File: config.mk
export PLATFORM = sky130hd
export DESIGN_NAME = inst_fetch_cache
export DESIGN_NICKNAME = d
export VERILOG_FILES = /design/src/rtl/inst_fetch_cache.sv
export SDC_FILE = /design/constraint.sdc
export NUM_CORES = 2
export LEC_CHECK = 0
export ABC_CLOCK_PERIOD_IN_PS = 5300
export BUFFER_PORTS_ARGS = -buffer_cell sky130_fd_sc_hd__buf_2
export CAP_MARGIN = 20
export CORE_ASPECT_RATIO = 0.6
export CORE_UTILIZATION = 31
export DETAILED_ROUTE_END_ITERATION = 7
export SLEW_MARGIN = 20
export SYNTH_ARGS = -nofsm -noshare
export SYNTH_HDL_FRONTEND = slang
export SYNTH_SLANG_ARGS = --single-unit
export TNS_END_PERCENT = 20
File: constraint.sdc
create_clock -name clk -period 5.3 [get_ports clk]
set_input_delay 0.265 -clock clk [delete_from_list [all_inputs] [get_ports clk]]
set_output_delay 0.265 -clock clk [all_outputs]
set_load 0.05 [all_outputs]
File: src/rtl/inst_fetch_cache.sv
// Direct-mapped read-only instruction cache with a single-outstanding line refill.
// Optional hit/miss statistics counters are compiled in with `define ICACHE_STATS_EN.
module inst_fetch_cache #(
  parameter int LINES          = 16,
  parameter int WORDS_PER_LINE = 4
) (
  input  logic        clk,
  input  logic        reset,
  input  logic [31:0] pc_F,
  output logic [31:0] inst_F,
  output logic        inst_mem_ack_F,
  input  logic        inv_all,
  output logic        mem_req,
  output logic [31:0] mem_addr,
  input  logic [31:0] mem_rdata,
  input  logic        mem_ack
`ifdef ICACHE_STATS_EN
  ,
  output logic [31:0] hit_count,
  output logic [31:0] miss_count
`endif
);

  localparam int WB    = $clog2(WORDS_PER_LINE);
  localparam int LB    = $clog2(LINES);
  localparam int TAG_W = 32 - WB - LB - 2;
  localparam logic [WB-1:0] LAST_WORD = WB'(WORDS_PER_LINE - 1);

  typedef enum logic [1:0] {IDLE, FILL, WAITDROP} state_e;

  state_e            state_q;
  logic [LINES-1:0]  valid_q;
  logic [TAG_W-1:0]  tag_q  [LINES];
  logic [31:0]       data_q [LINES][WORDS_PER_LINE];

  logic [LB-1:0]     fill_line_q;
  logic [TAG_W-1:0]  fill_tag_q;
  logic [WB-1:0]     cnt_q;
  logic [WB-1:0]     cnt_inc;
  logic              mem_req_q;
  logic [31:0]       mem_addr_q;

  logic [WB-1:0]     pc_word;
  logic [LB-1:0]     pc_line;
  logic [TAG_W-1:0]  pc_tag;
  logic              hit;
  logic              start_fill;
  logic              unused_byte_bits;

  assign pc_word          = pc_F[WB+1:2];
  assign pc_line          = pc_F[LB+WB+1:WB+2];
  assign pc_tag           = pc_F[31:LB+WB+2];
  assign unused_byte_bits = ^pc_F[1:0];

  // An invalidate in the same cycle suppresses the hit so no stale word escapes.
  assign hit        = (state_q == IDLE) && !inv_all && valid_q[pc_line] &&
                      (tag_q[pc_line] == pc_tag);
  assign start_fill = (state_q == IDLE) && !inv_all && !hit;
  assign cnt_inc    = cnt_q + WB'(1);

  assign inst_mem_ack_F = hit;
  assign inst_F         = hit ? data_q[pc_line][pc_word] : 32'h0;
  assign mem_req        = mem_req_q;
  assign mem_addr       = mem_addr_q;

  // NOTE: all sequential state uses non-blocking assignments so every register
  // samples the pre-edge values regardless of statement order.
  always_ff @(posedge clk or negedge reset) begin
    if (!reset) begin
      state_q     <= IDLE;
      valid_q     <= '0;
      fill_line_q <= '0;
      fill_tag_q  <= '0;
      cnt_q       <= '0;
      mem_req_q   <= 1'b0;
      mem_addr_q  <= 32'h0;
    end else begin
      case (state_q)
        IDLE: begin
          if (inv_all) begin
            valid_q <= '0;
          end else if (start_fill) begin
            fill_line_q      <= pc_line;
            fill_tag_q       <= pc_tag;
            cnt_q            <= '0;
            valid_q[pc_line] <= 1'b0;
            mem_req_q        <= 1'b1;
            mem_addr_q       <= {pc_F[31:WB+2], {WB{1'b0}}, 2'b00};
            state_q          <= FILL;
          end
        end
        FILL: begin
          if (inv_all) begin
            valid_q <= '0;
            if (mem_ack) begin
              mem_req_q <= 1'b0;
              state_q   <= IDLE;
            end else begin
              state_q   <= WAITDROP;
            end
          end else if (mem_ack) begin
            cnt_q      <= cnt_inc;
            mem_addr_q <= {fill_tag_q, fill_line_q, cnt_inc, 2'b00};
            if (cnt_q == LAST_WORD) begin
              valid_q[fill_line_q] <= 1'b1;
              mem_req_q            <= 1'b0;
              state_q              <= IDLE;
            end
          end
        end
        WAITDROP: begin
          // The request already issued must complete before the bus is released.
          if (inv_all) valid_q <= '0;
          if (mem_ack) begin
            mem_req_q <= 1'b0;
            state_q   <= IDLE;
          end
        end
        default: state_q <= IDLE;
      endcase
    end
  end

  // NOTE: tag and data arrays are intentionally not reset; the valid bits alone
  // decide whether their contents are used, so they can map onto plain RAM.
  always_ff @(posedge clk) begin
    if ((state_q == FILL) && mem_ack && !inv_all) begin
      data_q[fill_line_q][cnt_q] <= mem_rdata;
      if (cnt_q == LAST_WORD) tag_q[fill_line_q] <= fill_tag_q;
    end
  end

`ifdef ICACHE_STATS_EN
  logic [31:0] hit_count_q;
  logic [31:0] miss_count_q;

  always_ff @(posedge clk or negedge reset) begin
    if (!reset) begin
      hit_count_q  <= 32'h0;
      miss_count_q <= 32'h0;
    end else begin
      if (hit && (hit_count_q != 32'hFFFF_FFFF))
        hit_count_q <= hit_count_q + 32'd1;
      if (start_fill && (miss_count_q != 32'hFFFF_FFFF))
        miss_count_q <= miss_count_q + 32'd1;
    end
  end

  assign hit_count  = hit_count_q;
  assign miss_count = miss_count_q;
`endif

endmodule

## Word level (Yosys, flattened, before mapping)

Memory sizes are Yosys's and may differ from the RTL's.
Index checks and enable logic that the tools add are counted.

- Reduce and logical (&&, ||, !) cells: 19
- Order comparisons: 7
- Eq/ne operators: 13
- Bitwise operators: 6
- Mux-type cells: 49
- Add/sub/neg operators: 1

Operators with widths:

| operator | count |
|---|---|
| 32-bit two-way mux | 8 |
| 128-bit two-way mux | 1 |
| 16-bit two-way mux | 6 |
| 32-bit binary-select mux with 2-bit select | 1 |
| 32-bit demux with 2-bit select | 1 |
| 32-bit case mux with 2 select lines | 1 |
| 16-bit case mux with 3 select lines | 1 |
| 24-bit == test | 1 |
| 2-bit two-way mux | 11 |
| 5-bit AND reduction | 4 |
| 16-bit bitwise AND | 1 |
| 16-bit inverter | 1 |
| 16-bit bitwise OR | 1 |
| 1-bit two-way mux | 13 |
| 2-bit inequality test, second input constant | 6 |
| 4-bit by 5-bit less-than comparator with 1-bit output, second input constant | 2 |
| 1-bit logical AND | 9 |
| 3-bit inequality test, second input constant | 3 |
| 1-bit demux with 4-bit select | 2 |
| 4-bit by 1-bit >= comparator with 1-bit output, second input constant | 2 |
| 3-bit >= comparator, second input constant | 2 |
| 2-bit inverter with 3-bit output | 2 |
| 2-bit case mux with 3 select lines | 1 |
| 1-bit binary-select mux with 4-bit select | 1 |
| other kinds (12) | 14 |

- Memory bits (writable): 2432
- Memories: 2
- Logic and storage cells: 104
- Output and inout bits: 66
- Input port bits: 68
- Register bits after elaboration: 81

Memories:

| memory | depth | bits a word | read ports | clocked after Yosys merged registers in | wr ports | RTL line | RTL |
|---|---|---|---|---|---|---|---|
| data_q | 16 | 128 | 1 | 0 | 1 | 34 | `logic [31:0] data_q [LINES][WORDS_PER_LINE];` |
| tag_q | 16 | 24 | 1 | 0 | 1 | 33 | `logic [TAG_W-1:0] tag_q [LINES];` |

## Logic depth before layout (Yosys ltp)

- Word-level depth: 9
- Mapped depth: 16
- Gate-level depth less buffers: 10

## Worst setup path before layout

Ideal clock, no wire load.

- Kind: register to register
- Start point: register state_q[1]
- End point: memory data_q[15][0] in the netlist's numbering, enable pin
- Required time: 4830 ps
- Slack: 956 ps
- Arrival time: 3874 ps
- Period minus slack after synthesis: 4344 ps
- Cell stages (with the launch flop): 9
- Buffers on the path: 2
- Library setup time: 470 ps
- Cell sequence: dfrtp_1 -> inv_1 -> ha_1 -> clkbuf_1 -> nand2_1 -> nor2_1 -> nand2_1 -> clkbuf_1 -> nor2_1

- Cells in the longest elaborated chain, start to end: 5

RTL lines:

| item | RTL line | RTL |
|---|---|---|
| from (decl) | 31 | `state_e state_q;` |
| from (signal assigned) | 70 | `state_q <= IDLE;` |
| from (signal assigned) | 89 | `state_q <= FILL;` |
| from (signal assigned) | 97 | `state_q <= IDLE;` |
| 2-bit by 1-bit == test with 1-bit output | 127 | `if ((state_q == FILL) && mem_ack && !inv_all) begin` |
| 1-bit logical AND (2 in a row) | 127 |  |
| 1-bit two-way mux | 127 |  |
| 128-bit two-way mux (implied by the code) | 128 | `data_q[fill_line_q][cnt_q] <= mem_rdata;` |
| to (decl) | 34 |  |

No other way between the ends.

## Final worst setup path

- Start point: input port pc_F[7]
- End point: output port inst_F[16]

- Cells in the longest elaborated chain, start to end: 5
- Elaborated cells on any way between the ends: 11
- Classes of those cells: eq/ne (1); mux (6); reduce/logical (2); memory (2)

RTL lines:

| item | RTL line | RTL |
|---|---|---|
| from (decl) | 9 | `input logic [31:0] pc_F,` |
| memory read 16 x 128 bit / 1-bit binary-select mux with 4-bit select (equally long branches) | n/a |  |
| 32-bit binary-select mux with 2-bit select / 1-bit two-way mux (equally long branches) | 62, 56 |  |
| 32-bit two-way mux (implied by the code) / 1-bit logical AND (equally long branches) (2 in a row) | 62, 56 |  |
| 32-bit two-way mux * | 62 | `assign inst_F = hit ? data_q[pc_line][pc_word] : 32'h0;` |
| to (decl) | 10 | `output logic [31:0] inst_F,` |

Every way passes the cells marked *; elsewhere a longest branch is shown, timed or not. The select of a mux whose other input is x is not followed.

==> metrics.md <==
| Metric | Value |
|---|---|
| Status | `complete, no violations` |
| GRT overflow | `0` |
| Post-synthesis cell area | `0.0969 mm^2` |
| First-pass DRT Iterations | `5` |
| DP HPWL | `142 mm` |
| Maximum clock rate | `196 MHz` |
| RR Endpoint | `mem_addr[3]$_DFFE_PN0P_` |
| Max-Cap Viols | `0` |
| Global Route Usage Sum | `0.157` |
| Worst-margin pin slew | `1170 ps` |
| Post-route DRC | `0` |
| Top_reg_cell synth | `edfxtp_1` |
| Crit-path max cell delay | `750 ps` |
| Final hold viol count | `0` |
| Most common cell on crit path | `buf_4` |
| Worst Skew | `67.5 ps` |
| Antenna viol nets, final | `0` |
| Worst skew pair latency | `850 ps` |
| Minimum clock period | `5110 ps` |
| Fraction of registers with async set/reset | `0.0307` |
| Largest net degree at the start of global routing | `143` |
| Final WL | `251 mm` |
| Placeable Area | `0.310 mm^2` |
| Multi-input logic area | `0.0213 mm^2` |
| CP startpoint kind | `primary input` |
| Filler instances | `28000` |
| CP max stage cell | `buf_4` |
| CTS sink count | `2509` |
| Crit end category | `output port` |
| R2R depth | `12` |
| Crit path buf inv count | `5` |
| FF+latch count, synth | `2509` |
| PortBufs | `129` |
| Worst endpoint required time | `5040 ps` |
| Internal | `0.0327 W` |
| Row cnt | `158` |
| Register area | `0.0750 mm^2` |
| WL/cell | `28.8 um` |
| Setup crit start | `pc_F[7]` |
| TritonCTS clock tree | `done` |
| Vias in the first global route | `45100` |
| Gate power share | `0.087` |
| Sw Ratio | `0.239` |
| Post-synth EDFFs | `2432` |
| Detailed Route Iter0 Violations | `6006` |
| First-pass GRT wire length | `353 mm` |
| Seq/Total Area, Yosys | `0.774` |
| Hold WC Path Type | `in2async` |
| Clock tree buffer depth | `4` |
| Final setup fails | `0` |
| Crit path cell chain | `dlygate4sd3_1 > clkbuf_8 > buf_4 > nor3_1 > a32oi_1 > nand3_1 > a211o_1 > nor4_1 > o2111ai_1 > or4_4 > buf_4 > nor2b_1 > buf_12` |
| Starting density of the core | `0.313` |
| Fin crit share | `0.963` |
| Post-CTS Resized | `0` |
| Root Driver | `clkbuf_16` |
| Vias | `45700` |
| Sw Pwr | `0.0103 W` |
| Die area | `0.315 mm^2` |
| Clk pin slew, worst setup/hold paths | `70 ps` |
| Leakage Power | `34.2 nW` |
| Slew Viols, Final | `0` |
| Post-layout util | `0.361` |
| Layout cells sized above 1 | `0.313` |
| R2R setup slack | `930 ps` |
| Chip width | `724 um` |
| Mean post-synth cell area | `23.9 um^2` |
| Worst EP arrival | `4840 ps` |
| Clk pwr share | `0.374` |
| Sequential power share | `0.539` |
| Origin of the critical flop-to-flop path | `state_q[1]$_DFFE_PN0P_` |
| Worst vdd ir | `0.000270 V` |
| Unique masters post-synth | `64` |
| Hold buffers post-CTS | `29` |
| Synth-to-layout area growth | `15.5%` |
| Crit Path Category | `in2out` |
| Setup TNS | `0 ps` |
| GP Congestion | `0.803` |
| Ys Warns | `0` |
| Vias per cell | `5.25` |
| Crit path max-delay family | `buffers and inverters` |
| DIE HEIGHT | `435 um` |
| RSZ-0062 raised after global routing | `no` |
| CTS buffer count | `220` |
| Max H-tree Level | `4` |
| Cell Pwr Density | `385 mW/mm^2` |
| Initial antenna violation count | `22` |
| Synth Instances | `4055` |
| Boundary Pins | `134` |
| # nets final | `4440` |
| Worst rel slew slack | `0.217` |
| Crit-path max FO | `41` |
| Postcts setup bufs | `0` |
| Final total power | `0.0430 W` |
-- layout by cell type, fill, tap and decap left out, types with 5 or more instances in the layout --
cell           instances
clkinv_2              45
o2111ai_1              5
edfxtp_1            2432
mux2_2                10
o22ai_1                5
dlygate4sd3_1         49
nor3_1                 5
inv_1                 17
clkinv_1              49
dfrtp_1               77
bufinv_16             23
mux4_2               766
buf_12                72
clkbuf_16            222
diode_2                5
clkbuf_1              44
nand2_1               79
and2_1                 5
nor2b_1               41
nor2_4                64
a31oi_1               30
buf_2                 73
a22oi_1                9
xor2_1                 7
inv_6                  6
nor2_1                16
o2bb2ai_1             18
ha_1                   7
a22o_1                 5
buf_4                113
xnor2_1               13
clkinvlp_4             7
o21ai_0                8
mux2_1                20
mux2i_1               66
a211oi_1              17
a21oi_1               37
nand3_1               13
-- final cells by class --
type,instances,area share
flip-flops and latches,2509,0.670
multi-input cells,1301,0.191
clock buffers,267,0.0513
well taps,4160,0.0465
repair buffers,313,0.0291
clock inverters,135,0.0115
inverters,19,0.000705
diodes,5,0.000112
-- worst max-delay path by stage --
stage,end,slack [ps],cells after the start
final,inst_F[16],190,13
after floorplan,data_q[15][0]$_DFFE_PP_,960,8
after detailed placement,inst_F[1],710,8
after global placement,inst_F[1],740,8
after global routing,inst_F[8],40,13
after CTS,inst_F[18],220,13
-- synth_stat cells (all sizes together) (9+ instances only) --
library cell | n | area (um^2)
edfxtp | 2432 | 73000
mux4 | 766 | 17300
clkbuf | 121 | 454
buf | 106 | 552
nand2 | 80 | 317
nor2 | 80 | 300
dfrtp | 77 | 1930
mux2i | 66 | 661
nor2b | 42 | 270
a21oi | 39 | 195
a31oi | 30 | 188
mux2 | 30 | 338
inv | 18 | 67.6
o2bb2ai | 18 | 158
a211oi | 17 | 128
nand3 | 14 | 75.1
xnor2 | 13 | 114
a22oi | 9 | 67.6
-- power by group through the flow --
stage	Clock [W]	Combinational (W)	Sequential (W)
after floorplan	0	0.00199	0.0237
after global placement	0	0.00366	0.0236
after detailed placement	0	0.00372	0.0236
after CTS	0.0163	0.00375	0.0232
after global routing	0.0171	0.00398	0.0233
final	0.0161	0.00374	0.0232
-- per-layer routing --
layer	share of wire	routed length [um]	global-route usage	vias to the layer above
met5	0.00013	33	0	-
met3	0.091	22900	0.0329	307
met2	0.43	108000	0.224	2086
li1	-	-	-	18100
met4	0.016	4070	0.0266	4
met1	0.46	116000	0.248	25200
-- stage by stage --
stage,area [um^2],std cells,hold WS [ps],setup WS (ps)
2_1_floorplan,96900,4056,-30.6,956
3_3_place_gp,104000,8247,466,743
3_5_place_dp,104000,8249,469,714
4_1_cts,111000,8680,85.1,222
5_1_grt,112000,8705,84.5,42.4
6_report,112000,8709,42.5,195
-- flip-flops by register name (all words and copies together), names as in the netlist --
register	count
cnt_q	1
data_q	2048
fill_line_q	4
fill_tag_q	24
mem_addr	29
mem_req	1
state_q	2
tag_q	384
valid_q	16
-- cells by family after synthesis --
| family | Yosys count | share of synthesized area |
|---|---|---|
| multiplexers | 862 | 0.188 |
| XOR/XNOR | 20 | 0.00181 |
| other | 1 | 0.0000387 |
| AO/OA/AOI/OAI | 168 | 0.0122 |
| AND/OR/NAND/NOR | 241 | 0.0116 |
| adder cells (fa/ha/maj) | 8 | 0.00103 |
| buffers and inverters | 246 | 0.0111 |
| flip-flops | 2509 | 0.774 |
-- worst register-to-register path, cell delays in order, from the launching register on --
cell and delay [ps]:
dfrtp_1 430, inv_1 100, ha_1 280, nor2b_1 490
o311ai_0 250, a211o_1 320, nor4_1 320, o2111ai_1 160
or4_4 690, buf_12 250, nor2b_4 180, a41o_1 240
dlygate4sd3_1 540
Note: power is estimated with default switching activity, not from simulation.
